`config.mk`:
```
export PLATFORM = sky130hd
export DESIGN_NAME = frame_stream_ctrl_flat
export DESIGN_NICKNAME = d
export VERILOG_FILES = /design/src/rtl/frame_stream_ctrl_if.sv /design/src/rtl/frame_stream_ctrl.sv /design/src/flat_wrapper.sv
export SDC_FILE = /design/constraint.sdc
export NUM_CORES = 1
export LEC_CHECK = 0
export ABC_AREA = 1
export CAP_MARGIN = 30
export CORE_MARGIN = 5
export CORE_UTILIZATION = 34
export CTS_BUF_LIST = sky130_fd_sc_hd__clkbuf_4 sky130_fd_sc_hd__clkbuf_8
export DETAILED_ROUTE_END_ITERATION = 10
export GPL_ROUTABILITY_DRIVEN = 0
export MAX_ROUTING_LAYER = met4
export PLACE_DENSITY = 0.61
export RECOVER_POWER = 25
export SYNTH_ARGS = -nofsm -noshare
export SYNTH_HDL_FRONTEND = slang
export SYNTH_SLANG_ARGS = --single-unit
```
`constraint.sdc`:
```
create_clock -name clk -period 2.62 [get_ports clk]
set_input_delay 0.262 -clock clk [delete_from_list [all_inputs] [get_ports clk]]
set_output_delay 0.262 -clock clk [all_outputs]
set_load 0.005 [all_outputs]
```
`src/rtl/frame_stream_ctrl_if.sv`:
```
`default_nettype none
// ============================================================================
// Module   : frame_stream_ctrl_if
// Brief    : Frame-buffer read port plus Avalon-ST source bundle.
// Revision : 1.0 - initial release
// ============================================================================
interface frame_stream_ctrl_if #(
  parameter int ADDR_W = 17
);
  logic [ADDR_W-1:0] rd_addr;
  logic [11:0]       rd_data;
  logic              src_ready;
  logic              src_valid;
  logic [29:0]       src_data;
  logic              src_sop;
  logic              src_eop;

  modport master (
    output rd_addr,
    input  rd_data,
    input  src_ready,
    output src_valid,
    output src_data,
    output src_sop,
    output src_eop
  );

  modport slave (
    input  rd_addr,
    output rd_data,
    output src_ready,
    input  src_valid,
    input  src_data,
    input  src_sop,
    input  src_eop
  );
endinterface
`default_nettype wire

```
`src/rtl/frame_stream_ctrl.sv`:
```
`default_nettype none
// ============================================================================
// Module   : frame_stream_ctrl
// Brief    : Raster-order frame buffer reader feeding an Avalon-ST source
//            through a 2-entry skid FIFO, RGB444 expanded to 30-bit RGB.
// Revision : 1.0 - initial release
// ============================================================================
module frame_stream_ctrl #(
  parameter int WIDTH  = 320,
  parameter int HEIGHT = 240,
  parameter int ADDR_W = 17,
  parameter int CNT_W  = 8
) (
  input  wire logic                 clk,
  input  wire logic                 reset,
  input  wire logic                 resync,
  frame_stream_ctrl_if.master       bus,
  output      logic                 frame_done,
  output      logic [CNT_W-1:0]     frame_count
);

  localparam int                c_PIXELS = WIDTH * HEIGHT;
  localparam logic [ADDR_W-1:0] c_LAST   = ADDR_W'(c_PIXELS - 1);

  logic [ADDR_W-1:0] r_ptr;
  logic              r_inflight;
  logic              r_inflight_sop;
  logic              r_inflight_eop;
  logic [31:0]       r_fifo [2];
  logic              r_wr_idx;
  logic              r_rd_idx;
  logic [1:0]        r_count;
  logic              r_frame_done;
  logic [CNT_W-1:0]  r_frame_count;

  logic [31:0]       w_head;
  logic              w_valid;
  logic              w_pop;
  logic              w_push;
  logic [2:0]        w_occ;
  logic              w_issue;
  logic [29:0]       w_expanded;

  always_comb begin
    w_head     = r_fifo[r_rd_idx];
    w_valid    = (r_count != 2'd0);
    w_pop      = w_valid & bus.src_ready;
    w_push     = r_inflight;
    // Slots committed after this cycle's pop; a new read needs one left free.
    w_occ      = {1'b0, r_count} + {2'b00, r_inflight} - {2'b00, w_pop};
    w_issue    = (w_occ < 3'd2);
    w_expanded = {bus.rd_data[11:8], bus.rd_data[11:8], 2'b00,
                  bus.rd_data[7:4],  bus.rd_data[7:4],  2'b00,
                  bus.rd_data[3:0],  bus.rd_data[3:0],  2'b00};
  end

  assign bus.rd_addr   = r_ptr;
  assign bus.src_valid = w_valid;
  assign bus.src_data  = w_head[29:0];
  assign bus.src_sop   = w_valid & w_head[31];
  assign bus.src_eop   = w_valid & w_head[30];
  assign frame_done    = r_frame_done;
  assign frame_count   = r_frame_count;

  always_ff @(posedge clk) begin
    if (reset) begin
      r_ptr          <= '0;
      r_inflight     <= 1'b0;
      r_inflight_sop <= 1'b0;
      r_inflight_eop <= 1'b0;
      r_wr_idx       <= 1'b0;
      r_rd_idx       <= 1'b0;
      r_count        <= 2'd0;
      r_frame_done   <= 1'b0;
      r_frame_count  <= '0;
      for (int i = 0; i < 2; i++) begin
        r_fifo[i] <= '0;
      end
    end else begin
      if (resync) begin
        r_ptr      <= '0;
        r_inflight <= 1'b0;
        r_wr_idx   <= 1'b0;
        r_rd_idx   <= 1'b0;
        r_count    <= 2'd0;
      end else begin
        if (w_issue) begin
          r_ptr          <= (r_ptr == c_LAST) ? '0 : r_ptr + 1'b1;
          r_inflight_sop <= (r_ptr == '0);
          r_inflight_eop <= (r_ptr == c_LAST);
        end
        r_inflight <= w_issue;
        if (w_push) begin
          r_fifo[r_wr_idx] <= {r_inflight_sop, r_inflight_eop, w_expanded};
          r_wr_idx         <= ~r_wr_idx;
        end
        if (w_pop) begin
          r_rd_idx <= ~r_rd_idx;
        end
        r_count <= r_count + {1'b0, w_push} - {1'b0, w_pop};
      end
      // An accepted beat stays accepted even if resync lands in the same cycle.
      r_frame_done <= w_pop & w_head[30];
      if (w_pop & w_head[30]) begin
        r_frame_count <= r_frame_count + 1'b1;
      end
    end
  end

endmodule
`default_nettype wire
```
`src/flat_wrapper.sv`:
```
// flat-port wrapper written by rule: the top's interface ports become plain ports
module frame_stream_ctrl_flat 
#(
  parameter int WIDTH  = 320,
  parameter int HEIGHT = 240,
  parameter int ADDR_W = 17,
  parameter int CNT_W  = 8
)
  (clk, reset, resync, frame_done, frame_count, bus_rd_addr, bus_rd_data, bus_src_ready, bus_src_valid, bus_src_data, bus_src_sop, bus_src_eop);
  frame_stream_ctrl_if #(.ADDR_W(ADDR_W)) bus_i ();
  input  wire logic clk;
  input  wire logic reset;
  input  wire logic resync;
  output      logic frame_done;
  output      logic [CNT_W-1:0] frame_count;
  output wire logic [$bits(bus_i.rd_addr)-1:0] bus_rd_addr;
  input wire logic [$bits(bus_i.rd_data)-1:0] bus_rd_data;
  input wire logic [$bits(bus_i.src_ready)-1:0] bus_src_ready;
  output wire logic [$bits(bus_i.src_valid)-1:0] bus_src_valid;
  output wire logic [$bits(bus_i.src_data)-1:0] bus_src_data;
  output wire logic [$bits(bus_i.src_sop)-1:0] bus_src_sop;
  output wire logic [$bits(bus_i.src_eop)-1:0] bus_src_eop;
  assign bus_rd_addr = bus_i.rd_addr;
  assign bus_i.rd_data = bus_rd_data;
  assign bus_i.src_ready = bus_src_ready;
  assign bus_src_valid = bus_i.src_valid;
  assign bus_src_data = bus_i.src_data;
  assign bus_src_sop = bus_i.src_sop;
  assign bus_src_eop = bus_i.src_eop;
  frame_stream_ctrl #(.WIDTH(WIDTH), .HEIGHT(HEIGHT), .ADDR_W(ADDR_W), .CNT_W(CNT_W)) u_core (.clk(clk), .reset(reset), .resync(resync), .bus(bus_i), .frame_done(frame_done), .frame_count(frame_count));
endmodule
```
==> summary.md, run 1 <==
| Metric | Value |
|---|---|
| Status | finished, final reports clean |
| M1 WL | 3430 um |
| FP Rows | 35 |
| Via/cell ratio | 4.54 |
| Vias in the first global route | ~2600 |
| Max Used Layer | met4 |
| Metal3 WL | 478 um |
| PwrDens | 530 mW/mm^2 |
| CP max stage cell | fa_1 |
| #FFs+latches synth | 62 |
| Period utilisation layout | 94.2% |
| Family with the most delay on the worst path | simple AND/OR/NAND/NOR gates |
| Relative slew margins | around 52% |
| Synth Cell Area | 0.00328 mm^2 |
| FF-to-FF End | u_core.bus.rd_addr[12]$_SDFFE_PP0N_ |
| CP required | 2.85 ns |
| Hold endpoint | u_core.r_rd_idx$_SDFFE_PP0P_ |
| Avg WL per Cell | approximately 13 um |
| Synth Area per Inst | roughly 8.6 um^2 |
| Tmin final | approximately 2.5 ns |
| Worst Setup End Kind | register |
| Fmax | 0.405 GHz |
| CP startpoint kind | register |
| Max Cap Viol | 0 |
| I/O Buffers | between 60 and 70 |
| Core area | about 0.0093 mm^2 |
| Final non-filler cell total | roughly 590 |
| Most frequent CP cell | nand2_4 |
| Gr usage total | between 10 and 15% |
| Fin nets | 477 |
| Power, Total | 2250 uW |
| Simple-Gate Fraction of Synth Area | a little under 30% |
| Largest net degree at the start of global routing | 16 |
| Mux share of post-synthesis cell area | 4.12% |
| I/O pins | 75 |
| Crit-path max cell delay | 0.43 ns |
| Hold_buf cts | 0 |
| Total Wirelength | 7610 um |
| Buf/Inv on CP | 3 |
| Post-synthesis xor/xnor area fraction | between 1 and 1.5% |
| First-pass DRT Iterations | 4 |
| R2r setup slk | roughly 0.15 ns |
| Least-Margin Pin Slew | slightly above 0.7 ns |
| Skew final | roughly 0.0073 ns |
| Post-Synth Adder-Cell Area | under 10% |
| Vias | approximately 2700 |
| Seq/Total Area, Yosys | a little under half |
| Compound-Gate Fraction of Synth Area | under 10% |
| Root Buffer | clkbuf_8 |
| Share of cells above drive strength 1 | ~17% |
| Synth Warn # | 0 |
| DR DRC count | 0 |
| Peak VDD IR | 272 uV |
| Initial Util | 35.1% |
| Post-Syn Instances | approximately 380 |
| Initial antenna violation count | 0 |
| Synth-to-layout area growth | 29.7% |
| Die width | around 110 um |
| Synth unique cells | 32 |
| Starting DRT DRC Count | between 80 and 90 |
| First-pass GRT wire length | roughly 12000 um |
| Worst-Skew Late Latency | approximately 0.34 ns |
| Clock Path Buffers | 2 |
| Placed cell count | ~570 |
| Hold path start | u_core.r_rd_idx$_SDFFE_PP0P_ |
| TritonCTS clock tree | yes |
| CTS H-tree lvls | 3 |
| HP Class | register to register |
| Fin. max-slew vios | 0 |
| Clk sink count | 62 |
| DP HPWL | around 5700 um |
| CP Cell Sequence | inv_4 > nand2_2 > nand2_4 > inv_2 > ha_1 > inv_1 > ha_1 > fa_1 > nand2_2 > nand2_4 > nor2_8 > nand2_4 > nor2_4 > nand3_1 > nand2_1 > nor2_2 |
| Reg clk slew, reported paths | approximately 0.07 ns |
| Metal2 WL | 3600 um |
| Detail Route Antenna Nets | 0 |
| Die area | 0.0117 mm^2 |
| N_diodes | 0 |
| Final setup viols | 0 |
| Hold depth | 1 |
| GRT Residual Overflow | 0 |
| CP Class | register to register |
| Crit Path Max Fanout | 6 |
| Die H | approximately 110 um |
| Largest family of logic cells by synthesized area | simple AND/OR/NAND/NOR gates |
| Final hold viol count | 0 |
| Worst R2R Path Depth | 16 |
| TritonCTS buffer count | 9 |
| Worst r2r src | u_core.r_count[1]$_SDFF_PP0_ |
| Pleak | roughly 0.0017 uW |
| Arrival @ worst endpoint | around 2.7 ns |
cells in the mapped netlist (all sizes together):
| master | instances | area share, % |
|---|---|---|
| ha | 5 | 1.9 |
| fa | 1 | 0.61 |
| nand3 | 21 | 3.9 |
| o21ai | 14 | 2.1 |
| buf | 22 | 4.7 |
| nand2 | 68 | 9.5 |
| nor3b | 3 | 0.84 |
| o22ai | 1 | 0.19 |
| mux2 | 12 | 4.1 |
| dfxtp | 34 | 21 |
| xnor2 | 1 | 0.27 |
| nor3 | 5 | 0.76 |
| conb | 1 | 0.11 |
| edfxtp | 28 | 26 |
| inv | 58 | 6.6 |
| a21oi | 17 | 2.9 |
| nor2 | 79 | 12 |
| a31oi | 1 | 0.19 |
| xor2 | 3 | 0.80 |
| nand4 | 8 | 1.5 |
worst max-delay path by stage:
stage	from	endpoint	slack, ns	cells past startpoint
5_1_grt	u_core.r_count[1]$_SDFF_PP0_	u_core.bus.rd_addr[13]$_SDFFE_PP0N_	-0.01	17
4_1_cts	u_core.r_count[1]$_SDFF_PP0_	u_core.bus.rd_addr[13]$_SDFFE_PP0N_	0.12	16
2_1_floorplan	u_core.r_count[1]$_SDFF_PP0_	u_core.bus.rd_addr[13]$_SDFFE_PP0N_	0.24	16
6_report	u_core.r_count[1]$_SDFF_PP0_	u_core.bus.rd_addr[12]$_SDFFE_PP0N_	0.15	16
3_3_place_gp	bus_src_ready	u_core.bus.rd_addr[8]$_SDFFE_PP0N_	-0.04	13
3_5_place_dp	bus_src_ready	u_core.bus.rd_addr[13]$_SDFFE_PP0N_	-0.05	15
metal layers:
layer / up-vias / global-route usage, %
met3: 12 / 3.46
met4: 0 / 3.61
met2: 83 / 23.0
li1: 1339 / -
met1: 1239 / 16.5
met5: - / -
worst reg2reg max path: stages (launching register included):
cell and delay [ns]:
dfxtp_2 0.35, inv_4 0.08, nand2_2 0.09, nand2_4 0.07, inv_2 0.04, ha_1 0.26
inv_1 0.04, ha_1 0.18, fa_1 0.43, nand2_2 0.15, nand2_4 0.08, nor2_8 0.18
nand2_4 0.07, nor2_4 0.13, nand3_1 0.08, nand2_1 0.09, nor2_2 0.03
cell families after synthesis:
kind of cell,after synthesis
simple gates,184
buf+inv,80
flops,62
compound gates,33
mux,12
fa+ha+maj,6
xor+xnor,4
other cells,1
placed cells by master (no fill, tap or decap), types with 2 or more instances in the layout:
master / count
xor2_1: 3
o21ai_1: 5
inv_2: 5
bufinv_16: 2
nor2_1: 63
buf_4: 9
conb_1: 6
clkdlybuf4s50_1: 66
o21ai_0: 9
dfxtp_1: 33
edfxtp_1: 28
mux2_2: 12
nor3b_1: 2
nor3_1: 5
nand2_4: 5
nand2_2: 6
nor2_2: 9
nand2_1: 57
ha_1: 5
dlygate4sd3_1: 2
a21oi_1: 14
a21oi_2: 3
nand4_1: 8
clkinvlp_4: 2
nand3_1: 19
nor2_4: 6
clkbuf_8: 9
clkbuf_1: 2
inv_1: 52
stage by stage:
step | TNS (ns) | area (um^2) | worst slack, ns | utilization [%] | hold WS [ns]
final | 0 | 4250 | 0.153 | 45.6 | 0.456
after global placement | -0.139 | 4060 | -0.0413 | 43.5 | 0.435
after floorplan | 0 | 3300 | 0.237 | - | 0.331
after global routing | -0.0130 | 4250 | -0.0120 | 45.6 | 0.473
after CTS | 0 | 4280 | 0.125 | 45.9 | 0.456
after detailed placement | -0.225 | 4060 | -0.0518 | 43.5 | 0.445
power by group:
part           internal [uW]  leakage, uW  total [uW]  switching, uW
registers               1040     0.000565        1060           14.4
clock network            538     0.000106         942            403
logic                    130      0.00104         257            127
sequential cells by signal, indices dropped and copies added (netlist names), named ones only:
signal and flops:
u_core.r_count 2, u_core.frame_count 8, u_core.frame_done 1, u_core.r_inflight 1, u_core.bus.rd_addr 17, u_core.r_wr_idx 1
u_core.r_inflight_eop 1, u_core.r_fifo 28, u_core.r_inflight_sop 1, u_core.r_rd_idx 1
what timing repair did:
item	CTS	global route
endpoints found under the setup margin	0	3
setup buffers	0	1
resized for setup	0	2
cell type report:
type / count / area, um^2
Multi-Input combinational cell: 245 / 1370
Sequential cell: 62 / 1520
Clock inverter: 7 / 97.6
Tap cell: 129 / 161
Fill cell: 948 / 5080
Timing Repair Buffer: 79 / 756
Clock buffer: 9 / 124
Inverter: 58 / 220
Note: power is estimated with default switching activity, not from simulation.
==> inputs of run 2 (changes only) <==
- RECOVER_POWER: 25 -> 100
==> run 2 against run 1 <==
  * Critical path depth unchanged
  * Clock power barely moved
  * Cell area fell by 0.29%
  * First-iteration DRC count fell by 9.2%
  * Via count is 0.71% higher
  * Register-to-register slack about the same
  * Count of clock-buffer cells in the layout unchanged
  * Sequential share of layout area rose by 0.11 points
==> summary.md, run 2 (synthesized netlist as in run 1, its figures left out) <==
| Metric | Value |
|---|---|
| Pre-CTS setup slack | -0.0518 ns |
| Layout fillers | around 950 |
| Largest net degree at the start of global routing | 16 |
| R2r setup slk | 0.16 ns |
| Detail Route Antenna Nets | 0 |
| Area of the multi-input gates | ~0.0014 mm^2 |
| Worst Setup End Kind | register |
| Vias in the first global route | 2624 |
| N_diodes | 0 |
| Reg clk slew, reported paths | approximately 0.070 ns |
| Period utilisation layout | a little over nine tenths |
| Hold_buf cts | 0 |
| Die width | between 100 and 150 um |
| Fin Hold WS | about 0.46 ns |
| CP Cell Sequence | inv_4 > nand2_2 > nand2_4 > inv_2 > ha_1 > inv_1 > ha_1 > fa_1 > nand2_2 > nand2_4 > nor2_8 > nand2_4 > nor2_4 > nand3_1 > nand2_1 > nor2_2 |
| Starting DRT DRC Count | 79 |
| Clk sink count | 62 |
| Hold endpoint | u_core.r_rd_idx$_SDFFE_PP0P_ |
| CP startpoint kind | register |
| Initial Util | between 30% and 40% |
| Status | finished, final reports clean |
| Die H | 108 um |
| Max Cap Viol | 0 |
| Worst r2r src | u_core.r_count[1]$_SDFF_PP0_ |
| CP required | approximately 2.9 ns |
| Fmax | 0.406 GHz |
| Final WS setup | around 0.16 ns |
| Relative slew margins | between 40% and 50% |
| Core area | 0.00933 mm^2 |
| Die area | between 0.01 and 0.015 mm^2 |
| HP Class | register to register |
| GRT Residual Overflow | 0 |
| First-pass DRT Iterations | 4 |
| Tmin final | about 2.5 ns |
| DR DRC count | 0 |
| DP HPWL | about 5700 um |
| TritonCTS clock tree | yes |
| Avg WL per Cell | 12.9 um |
| Via/cell ratio | 4.57 |
| Most common cell after layout, fill and taps aside | nor2_1 |
| Least-Margin Pin Slew | 0.873 ns |
| Sequential cell area | between 0.0015 and 0.002 mm^2 |
| FF-to-FF End | u_core.bus.rd_addr[12]$_SDFFE_PP0N_ |
| PwrDens | ~530 mW/mm^2 |
| Share of cells above drive strength 1 | roughly 14% |
| CP max stage cell | fa_1 |
| Vias | between 2000 and 3000 |
| Initial antenna violation count | 0 |
| Largest register FFs | 28 |
| Hold depth | 1 |
| Crit-path max cell delay | ~0.43 ns |
| Gr usage total | between 10% and 20% |
| Clock Path Buffers | 2 |
| Fin. max-slew vios | 0 |
| Peak VDD IR | 270 uV |
| I/O pins | between 70 and 80 |
| I/O Buffers | 68 |
| Arrival @ worst endpoint | around 2.7 ns |
| First-pass GRT wire length | approximately 12000 um |
| Largest Register | u_core.r_fifo |
| Synth-to-layout area growth | 29.3% |
| CTS H-tree lvls | 3 |
| Most frequent CP cell | nand2_4 |
| CP Launch Point | u_core.r_count[1]$_SDFF_PP0_ |
| Total Wirelength | 7620 um |
| Worst R2R Path Depth | 16 |
| Hold path start | u_core.r_rd_idx$_SDFFE_PP0P_ |
| Most frequent cells in the layout | 63 x nor2_1, 57 x nand2_1, 52 x inv_1 |
| Worst-Skew Late Latency | about 0.34 ns |
| CP Class | register to register |
| FP Rows | 35 |
| Root Buffer | clkbuf_8 |
| Fin nets | between 400 and 500 |
| Skew final | ~0.007 ns |
| Final setup viols | 0 |
| Final hold viol count | 0 |
| Pleak | ~0.0018 uW |
| Crit Path Max Fanout | 6 |
| TritonCTS buffer count | 9 |
[run 2: cell count changes in the layout (fill, tap and decap cells not counted), sizes merged]
cell and change:
clkbuf +2, buf -2, clkdlybuf4s50 -43, dlygate4sd3 +43
[run 2: final cells by class]
class / count / area share [%]
Clock buffer: 9 / 2.92
Clock inverter: 7 / 2.30
Inverter: 58 / 5.20
Multi-Input combinational cell: 245 / 32.2
Sequential cell: 62 / 35.9
Tap cell: 129 / 3.81
Timing Repair Buffer: 79 / 17.7
[run 2: worst max-delay path by stage]
| stage | endpoint | depth (start not counted) |
|---|---|---|
| 2_1_floorplan | u_core.bus.rd_addr[13]$_SDFFE_PP0N_ | 16 |
| 3_3_place_gp | u_core.bus.rd_addr[8]$_SDFFE_PP0N_ | 13 |
| 3_5_place_dp | u_core.bus.rd_addr[13]$_SDFFE_PP0N_ | 15 |
| 4_1_cts | u_core.bus.rd_addr[13]$_SDFFE_PP0N_ | 16 |
| 5_1_grt | u_core.bus.rd_addr[13]$_SDFFE_PP0N_ | 17 |
| 6_report | u_core.bus.rd_addr[12]$_SDFFE_PP0N_ | 16 |
[run 2: layer usage]
metal,part of all wire (%),GRT usage (%)
met5,0,-
met4,1.3,3.61
met3,5.9,3.46
met2,48,23.0
met1,45,16.5
[run 2: stage by stage]
| step | total power (uW) | utilization [%] | TNS (ns) | cells | area [um^2] |
|---|---|---|---|---|---|
| 2_1_floorplan | 1220 | - | 0 | 387 | 3300 |
| 3_3_place_gp | 1330 | 43.5 | -0.139 | 572 | 4060 |
| 3_5_place_dp | 1340 | 43.5 | -0.225 | 572 | 4060 |
| 4_1_cts | 2280 | 45.9 | 0 | 588 | 4280 |
| 5_1_grt | 2340 | 45.4 | -0.00986 | 589 | 4240 |
| 6_report | 2240 | 45.4 | 0 | 589 | 4240 |
[run 2: power by group]
| part | internal [uW] | switching [uW] |
|---|---|---|
| combinational | 118 | 126 |
| sequential | 1040 | 14.1 |
| clock | 538 | 404 |
[run 2: repair_timing]
action                     in CTS  in global routing
resized for setup               0                  2
setup endpoints to repair       0                  3
buffers inserted                0                  1
[run 2: worst max-delay path, delay by kind of cell (launching register included)]
family	cells	cell delay (ns)
adder cells (fa/ha/maj)	3	0.87
buffers and inverters	3	0.16
flip-flops	1	0.35
AND/OR/NAND/NOR	10	0.96
